**config.mk**
```make
export PLATFORM = sky130hd
export DESIGN_NAME = p405s_icu_fetchvaseq
export DESIGN_NICKNAME = d
export VERILOG_FILES = /design/src/rtl/p405s_icu_pkg.sv /design/src/rtl/p405s_icu_fetchvaseq_inc.sv /design/src/rtl/p405s_icu_fetchvaseq.sv
export SDC_FILE = /design/constraint.sdc
export NUM_CORES = 1
export LEC_CHECK = 0
export CAP_MARGIN = 20
export CORE_ASPECT_RATIO = 2
export CORE_MARGIN = 2
export CORE_UTILIZATION = 40
export CTS_CLUSTER_DIAMETER = 150
export DETAILED_ROUTE_END_ITERATION = 8
export GPL_ROUTABILITY_DRIVEN = 0
export PLACE_DENSITY = 0.61
export SLEW_MARGIN = 0
export SYNTH_ARGS = -nofsm -noshare
export SYNTH_HDL_FRONTEND = slang
export SYNTH_SLANG_ARGS = --single-unit
```
**constraint.sdc**
```tcl
create_clock -name CB -period 4.36 [get_ports CB]
set_input_delay 0.436 -clock CB [delete_from_list [all_inputs] [get_ports CB]]
set_output_delay 0.436 -clock CB [all_outputs]
set_load 0.005 [all_outputs]
```
**src/rtl/p405s_icu_pkg.sv**
```systemverilog
// Shared ICU definitions: fetch sequencer state encoding, reset vector and line geometry.
package p405s_icu_pkg;

  typedef enum logic [1:0] {
    ST_BOOT = 2'b00,
    ST_RUN  = 2'b01,
    ST_MISS = 2'b10,
    ST_FILL = 2'b11
  } fetch_seq_state_e;

  localparam logic [31:0] RESET_VECTOR_DEF = 32'hFFFF_FFFC;
  localparam logic [31:0] VA_WORD_MASK     = 32'hFFFF_FFFC;
  localparam int unsigned LINE_BYTES_DEF   = 32;
  localparam int unsigned LINE_OFF_W       = $clog2(LINE_BYTES_DEF);

endpackage

```
**src/rtl/p405s_icu_fetchvaseq_inc.sv**
```systemverilog
// Aligned fetch-address incrementer: (va & ~(FETCH_BYTES-1)) + FETCH_BYTES, wrapping mod 2^32.
module p405s_icu_fetchVaInc #(
  parameter int unsigned FETCH_BYTES = 8
) (
  input  logic [0:31] va_i,
  output logic [0:31] va_next_o
);

  localparam logic [31:0] STEP       = 32'(FETCH_BYTES);
  localparam logic [31:0] ALIGN_MASK = ~(STEP - 32'd1);

  always_comb begin
    va_next_o = (va_i & ALIGN_MASK) + STEP;
  end

endmodule

```
**src/rtl/p405s_icu_fetchvaseq.sv**
```systemverilog
// ICU fetch VA sequencer: chooses the next fetch address and load enable for the VA pipeline register.
module p405s_icu_fetchvaseq
  import p405s_icu_pkg::*;
#(
  parameter logic [0:31] RESET_VECTOR = RESET_VECTOR_DEF,
  parameter int unsigned FETCH_BYTES  = 8,
  parameter int unsigned LINE_BYTES   = LINE_BYTES_DEF
) (
  input  logic                                CB,
  input  logic                                resetCore_N,
  input  logic                                redirVld,
  input  logic [0:31]                         redirVa,
  input  logic                                fetchReq,
  input  logic                                icuHold,
  input  logic                                icuHit,
  input  logic                                icuMiss,
  input  logic                                missAck,
  input  logic                                fillDone,
  output logic [0:31]                         vaD,
  output logic                                vaE1,
  output logic                                missReq,
  output logic [0:31-$clog2(LINE_BYTES)]      missLineVa,
  output logic                                fetchVld
);

  localparam int unsigned OFF_W = $clog2(LINE_BYTES);

  fetch_seq_state_e       state_q, state_d;
  logic [0:31]            cur_va_q, cur_va_d;
  logic [0:31]            pend_va_q, pend_va_d;
  logic                   pend_redir_q, pend_redir_d;
  logic                   fill_done_q, fill_done_d;
  logic [0:31-OFF_W]      miss_line_q, miss_line_d;

  logic [0:31] redir_al;
  logic [0:31] seq_va;
  logic        load;
  logic [0:31] load_va;
  logic        fill_ready;
  logic        fill_redir;
  logic [0:31] fill_tgt;

  p405s_icu_fetchVaInc #(.FETCH_BYTES(FETCH_BYTES)) u_inc (
    .va_i      (cur_va_q),
    .va_next_o (seq_va)
  );

  always_comb begin
    redir_al   = redirVa & VA_WORD_MASK;
    fill_ready = fill_done_q | fillDone;
    fill_redir = pend_redir_q | redirVld;
    fill_tgt   = redirVld ? redir_al : pend_va_q;
  end

  always_comb begin
    state_d      = state_q;
    cur_va_d     = cur_va_q;
    pend_va_d    = pend_va_q;
    pend_redir_d = pend_redir_q;
    fill_done_d  = fill_done_q;
    miss_line_d  = miss_line_q;
    load         = 1'b0;
    load_va      = '0;

    case (state_q)
      ST_BOOT: begin
        load    = 1'b1;
        load_va = redirVld ? redir_al : RESET_VECTOR;
        state_d = ST_RUN;
      end
      ST_RUN: begin
        if (!icuHold) begin
          if (redirVld) begin
            load    = 1'b1;
            load_va = redir_al;
          end else if (icuMiss) begin
            state_d     = ST_MISS;
            miss_line_d = cur_va_q[0:31-OFF_W];
          end else if (icuHit && fetchReq) begin
            load    = 1'b1;
            load_va = seq_va;
          end
        end
      end
      ST_MISS: begin
        if (missAck) begin
          state_d = ST_FILL;
          if (redirVld) begin
            pend_redir_d = 1'b1;
            pend_va_d    = redir_al;
          end
        end else if (redirVld) begin
          // Request dropped under hold: park in FILL as an already-completed fill so the
          // redirect load happens once the hold releases.
          if (icuHold) begin
            state_d      = ST_FILL;
            pend_redir_d = 1'b1;
            pend_va_d    = redir_al;
            fill_done_d  = 1'b1;
          end else begin
            load    = 1'b1;
            load_va = redir_al;
            state_d = ST_RUN;
          end
        end
      end
      ST_FILL: begin
        if (redirVld) begin
          pend_redir_d = 1'b1;
          pend_va_d    = redir_al;
        end
        if (fillDone) fill_done_d = 1'b1;
        if (fill_ready && !icuHold) begin
          load         = 1'b1;
          load_va      = fill_redir ? fill_tgt : cur_va_q;
          pend_redir_d = 1'b0;
          fill_done_d  = 1'b0;
          state_d      = ST_RUN;
        end
      end
      default: state_d = ST_BOOT;
    endcase

    if (load) cur_va_d = load_va;
  end

  always_ff @(posedge CB or negedge resetCore_N) begin
    if (!resetCore_N) begin
      state_q      <= ST_BOOT;
      cur_va_q     <= RESET_VECTOR;
      pend_va_q    <= '0;
      pend_redir_q <= 1'b0;
      fill_done_q  <= 1'b0;
      miss_line_q  <= '0;
    end else begin
      state_q      <= state_d;
      cur_va_q     <= cur_va_d;
      pend_va_q    <= pend_va_d;
      pend_redir_q <= pend_redir_d;
      fill_done_q  <= fill_done_d;
      miss_line_q  <= miss_line_d;
    end
  end

  // Load enable is gated by reset so the BOOT-state default cannot leak out while reset is held.
  always_comb begin
    vaE1       = load & resetCore_N;
    vaD        = vaE1 ? load_va : '0;
    missReq    = (state_q == ST_MISS);
    fetchVld   = (state_q == ST_RUN);
    missLineVa = miss_line_q;
  end

endmodule

```
==> impl_metrics.json, run 1 <==
{
  "ys_top_cells_by_area": "dfrtp_1, dfstp_2, mux2_2, nand2_1, o21ai_0",
  "fin_nets": 762,
  "coreArea_sq_mm": 0.0143,
  "drt_wl_total_mm": 18.3,
  "final_cells": 912,
  "synth_edf_count": 0,
  "ys_ff_latch": 95,
  "die_height_um": 174,
  "syn_avg_cell_area_sq_um": 9.33,
  "tightest_slew_ps": 609,
  "ys.flop_type": "dfrtp_1",
  "cp.arrival_ps": 3660,
  "rsz0062_at_grt": "no",
  "io_pins": 103,
  "hpwlAfterDp_mm": 13.2,
  "grt-ovfl-total": 0,
  "postCtsSetupRepairBufs": 0,
  "grt_pass1_wl_mm": 28.4,
  "synth_common_cells": "nand2_1, dfrtp_1, mux2_2",
  "hold_path.class": "primary input to async pin",
  "ys_types": 62,
  "cts.sinks": 95,
  "max-cap-violations": 0,
  "relSlewSlack_pct": 59.2,
  "synth_top_area_share_pct": 28.2,
  "finalCritPeriodShare_pct": 94.0,
  "crit_fanout": 11,
  "tritoncts": "built",
  "fmax_mhz": 244,
  "area_delta_synth_final_pct": 27.2,
  "num_rows": 62,
  "yosysMostFrequentCell": "nand2_1",
  "grt_pass1_vias": 5433,
  "skew_ps": 10.6,
  "syn_inst": 619,
  "cp-end-kind": "primary output",
  "cts_buffers": 9,
  "num_antenna_cells": 0,
  "nFillCells": 1381,
  "hold_viol": 0,
  "critPathSlowestCell": "dfstp_2",
  "finalSetupViolCount": 0,
  "path_class": "flip-flop to primary output",
  "dieWidth_um": 89.0,
  "cts_resized": 0,
  "peakVddDrop_v": 0.000292,
  "required_ps": 3920,
  "routed_via_density": 5.83,
  "syn_area_sq_mm": 0.00577,
  "die_area_sq_mm": 0.0155,
  "wire_per_inst_um": 20.1,
  "numPortBuffers": 100,
  "final.setup.tns_ps": 0,
  "cts_buffer_depth": 2,
  "crit_path_start_kind": "flip-flop",
  "initial_utilization_pct": 40.4,
  "holdBufCountCts": 0,
  "path_cells": "ha_1 > nand3_2 > or3_1 > or4_4 > or3_1 > a311oi_2 > clkdlybuf4s50_1",
  "critPathMaxStageDelay_ps": 600,
  "cts-root-buf": "clkbuf_16",
  "status": "finished clean",
  "drt_iter0_markers": 299,
  "slew_viol_final": 0,
  "first_pass_iters": 6,
  "num_vias": 5318,
  "drc": 0,
  "grt_antenna_before_repair": 0,
  "cts.clk_slew.worst_paths_ps": 70,
  "cts_htree_levels": 3,
  "final_layout_size_suffix_gt1_share_pct": 19.2,
  "seq_area_frac_synth_pct": 41.8,
  "ant_nets": 0,
  "clk_latency_ps": 350,
  "p_leak_uw": 0.00310,
  "layout_min_cycle_time_ps": 4100,
  "ff2ff_setup_slack_ps": 1550,
  "grt_usage_pct": 24.0,
  "yosysWarnings": 0,
  "grt_max_degree": 46,
  "placed_cells": 896,
  "powerDensity_mw_per_mm2": 718,
  "yosysTopAreaCell": "dfrtp_1",
  "ys_async_sr_fraction_pct": 100,
  "cpMostUsedCell": "or3_1",
  "syn_nets": 666
}
power breakdown:
group / internal, uW / switching, uW
Sequential: 1430 / 472
Combinational: 1290 / 1250
Clock: 456 / 373
Total: 3180 / 2090
flip-flops by register name, indices dropped and copies added, names as in the netlist:
signal / cells
pend_va_q: 32
cur_va_q: 32
fill_done_q: 1
missLineVa: 27
pend_redir_q: 1
state_q: 2
cell families after synthesis:
logic type / share of synthesized area [%]
muxes: 13.6
buffers and inverters: 4.70
and+or+nand+nor: 17.9
AOI/OAI and AO/OA: 18.4
adders and majority gates: 1.30
DFF: 41.8
xor gates and xnor gates: 2.28
critical path: cells and delay by family, from the launching register on:
kind / cells / cell delay [ps]
fa+ha+maj: 1 / 310
flops: 1 / 600
simple gates: 4 / 1590
buf+inv: 1 / 540
compound gates: 1 / 280
layout make-up:
cell class                 instances  area [sq um]  share of cell area, %
tap                              192           240                   3.27
clock buffer                      10           229                   3.12
inverter                          28           105                   1.43
timing repair buffer             124          1180                   16.1
sequential                        95          2410                   32.9
multi-input combinational        457          3100                   42.2
clock inverter                     6          75.1                   1.02
cells in the final DEF, fill, tap and decap left out, types with 11 or more instances in the layout:
cell type / instances
a221oi_1: 11
o21ai_0: 53
buf_4: 25
mux2i_1: 12
nor2_1: 39
mux2_2: 59
a21o_1: 14
nand3_1: 12
a21oi_1: 22
nand2_1: 76
dfstp_2: 30
clkdlybuf4s50_1: 99
dfrtp_1: 65
nor3_1: 16
and2_1: 16
inv_1: 28
layer usage:
layer | global-route usage (%) | vias to the layer above | part of all wire (%)
met3 | 3.37 | 49 | 4.2
met2 | 42.1 | 205 | 53
met1 | 27.2 | 2623 | 38
met5 | 0 | - | 0
met4 | 12.2 | 0 | 4.8
li1 | - | 2441 | -
metrics by stage:
| step | power (uW) | setup slack (ps) | util, % | cell area [sq um] | hold WS [ps] |
|---|---|---|---|---|---|
| after floorplan | 3350 | 1570 | - | 5770 | 140 |
| after global placement | 4350 | 700 | 49.3 | 7040 | 389 |
| after detailed placement | 4430 | 667 | 49.3 | 7040 | 387 |
| after CTS | 5280 | 275 | 51.4 | 7340 | 15.7 |
| after global routing | 5610 | 148 | 51.4 | 7340 | 32.1 |
| final | 5270 | 263 | 51.4 | 7340 | 14.1 |
final timing paths:
kind / startpoint / cells past startpoint / endpoint
worst min register to register: cur_va_q[29] / 2 / cur_va_q[29]
max in group asynchronous: resetCore_N / 2 / cur_va_q[14]
worst min-delay path: resetCore_N / 1 / missLineVa[0]
min in group CB: cur_va_q[29] / 2 / cur_va_q[29]
worst max register to register: cur_va_q[28] / 7 / cur_va_q[4]
worst max-delay path: cur_va_q[28] / 7 / vaD[0]
Note: power is estimated with default switching activity, not from simulation.
==> run 2: changes to the inputs <==
==> constraint.sdc (replaced) <==
create_clock -name CB -period 4.36 [get_ports CB]
set_input_delay 0.872 -clock CB [delete_from_list [all_inputs] [get_ports CB]]
set_output_delay 0.872 -clock CB [all_outputs]
set_load 0.005 [all_outputs]
==> run 2 against run 1 <==
Sequential cell count unchanged. Highest routed layer unchanged. Critical path depth increased by 1. Non-clock buffer count increased by 17. Cell area increased by 3.0%. Critical endpoint is now vaD[8].
==> impl_metrics.json, run 2 (synthesis gave the netlist of run 1 again) <==
{
  "r2r_cells": 7,
  "tritoncts": "built",
  "initial_utilization_pct": 40.4,
  "final.setup.tns_ps": 0,
  "finalCritPeriodShare_pct": 97.9,
  "crit_path_start_kind": "primary input",
  "first_pass_iters": 5,
  "grt_pass1_vias": 5668,
  "rsz0062_at_grt": "yes",
  "required_ps": 3490,
  "dieWidth_um": 89.0,
  "grt_antenna_before_repair": 0,
  "max-cap-violations": 0,
  "seqCellArea_sq_mm": 0.00241,
  "grt_max_degree": 42,
  "startpoint": "icuHold",
  "fin_nets": 779,
  "num_antenna_cells": 0,
  "path_depth": 8,
  "io_pins": 103,
  "final_cells": 929,
  "num_rows": 62,
  "setup_ws_ps": 93.1,
  "tightest_slew_ps": 636,
  "drt_wl_total_mm": 18.7,
  "slew_viol_final": 0,
  "hold_path.class": "primary input to async pin",
  "reg2reg_from": "cur_va_q[25]",
  "critPathMaxStageDelay_ps": 530,
  "cpMostUsedCell": "clkdlybuf4s50_1",
  "cts_buffer_depth": 2,
  "placed_cells": 909,
  "holdBufCountCts": 0,
  "ant_nets": 0,
  "cts-root-buf": "clkbuf_16",
  "finalSetupViolCount": 0,
  "hpwlAfterDp_mm": 13.6,
  "grt_pass1_wl_mm": 29.2,
  "critPathSlowestCell": "clkdlybuf4s50_1",
  "numPortBuffers": 100,
  "p_leak_uw": 0.00320,
  "grt_usage_pct": 24.7,
  "nFillCells": 1371,
  "hold_viol": 0,
  "relSlewSlack_pct": 57.4,
  "path_class": "primary input to primary output",
  "num_vias": 5522,
  "path_cells": "clkdlybuf4s50_1 > o21bai_1 > or2_2 > and3_1 > nand2b_1 > buf_4 > nor3_1 > clkdlybuf4s50_1",
  "skew_ps": 10.4,
  "routed_via_density": 5.94,
  "layout_min_cycle_time_ps": 4270,
  "clk_latency_ps": 360,
  "wire_per_inst_um": 20.1,
  "grt-ovfl-total": 0,
  "area_delta_synth_final_pct": 31.1,
  "cts_htree_levels": 3,
  "dp_worst_setup_slack_ps": 79.3,
  "crit_family": "buffers and inverters",
  "crit_fanout": 5,
  "die_height_um": 174,
  "layout_commonest_cell": "clkdlybuf4s50_1",
  "cts_buffers": 9,
  "cp-end-kind": "primary output",
  "cts.sinks": 95,
  "coreArea_sq_mm": 0.0143,
  "drt_iter0_markers": 327,
  "drc": 0,
  "powerDensity_mw_per_mm2": 713,
  "cp.arrival_ps": 3390,
  "final_layout_size_suffix_gt1_share_pct": 22.4,
  "final_cell_mix": "clkdlybuf4s50_1, nand2_1, dfrtp_1",
  "die_area_sq_mm": 0.0155,
  "multi_input_area_sq_mm": 0.00316,
  "cts.clk_slew.worst_paths_ps": 80,
  "cp_num_buf_inv": 3,
  "peakVddDrop_v": 0.000285,
  "status": "finished clean",
  "fmax_mhz": 234
}
run 2: cell types whose count changed in the layout (fill, tap and decap cells not counted), sizes merged:
cell    delta
buf       +17
inv        -2
clkinv     +1
clkbuf     +1
run 2: worst register-to-register path, delay by kind of cell (launching register included):
kind,cells,cell delay [ps]
compound gates,2,540
buf+inv,1,180
xor+xnor,1,140
simple gates,3,1070
flops,1,620
run 2: cell type report:
class                   count  area share [%]
well taps                 192            3.17
multi-input cells         457            41.7
inverters                  28            1.39
flip-flops and latches     95            31.9
clock inverters             5           0.843
clock buffers              11            3.34
repair buffers            141            17.6
run 2: where the power goes:
group          internal (uW)  switching, uW
logic                   1350           1280
clock network            482            371
registers               1430            478
run 2: stage by stage:
stage / utilization, % / hold WS [ps] / instance area (sq um) / total power [uW]
after global routing: 53.0 / 446 / 7570 / 5750
after global placement: 50.2 / 448 / 7160 / 4400
after detailed placement: 50.2 / 467 / 7160 / 4490
after CTS: 52.7 / 433 / 7520 / 5370
after floorplan: - / 438 / 5770 / 3350
final: 53.0 / 421 / 7570 / 5390
run 2: metal layers:
metal / vias to the layer above / share of wire (%) / global-route usage (%) / routed length [um]
met1: 2730 / 36 / 26.6 / 6640
li1: 2467 / - / - / -
met3: 74 / 4.4 / 3.04 / 822
met4: 0 / 5.8 / 14.1 / 1090
met2: 251 / 54 / 44.4 / 10100
met5: - / 0 / 0 / 0
run 2: path summary, 6_finish.rpt:
path / endpoint / slack [ps]
setup / recovery: vaD[8] / 90
hold / removal: state_q[1] / 420
setup reg to reg: cur_va_q[7] / 1730
hold reg to reg: cur_va_q[29] / 470
max in group asynchronous: cur_va_q[0] / 2840
min in group CB: cur_va_q[29] / 470
run 2: timing repair:
action | CTS | global route
endpoints found under the setup margin | 4 | 7
pin swaps | 1 | 1
gates resized for setup | 4 | 7
endpoints found under the hold margin | 0 | 0
setup buffers | 3 | 1
==> run 3: changes to the inputs <==
CAP_MARGIN = not set   (was 20)
==> results of run 3 <==
Final layout, timing and power as in run 2 (identical DEF).
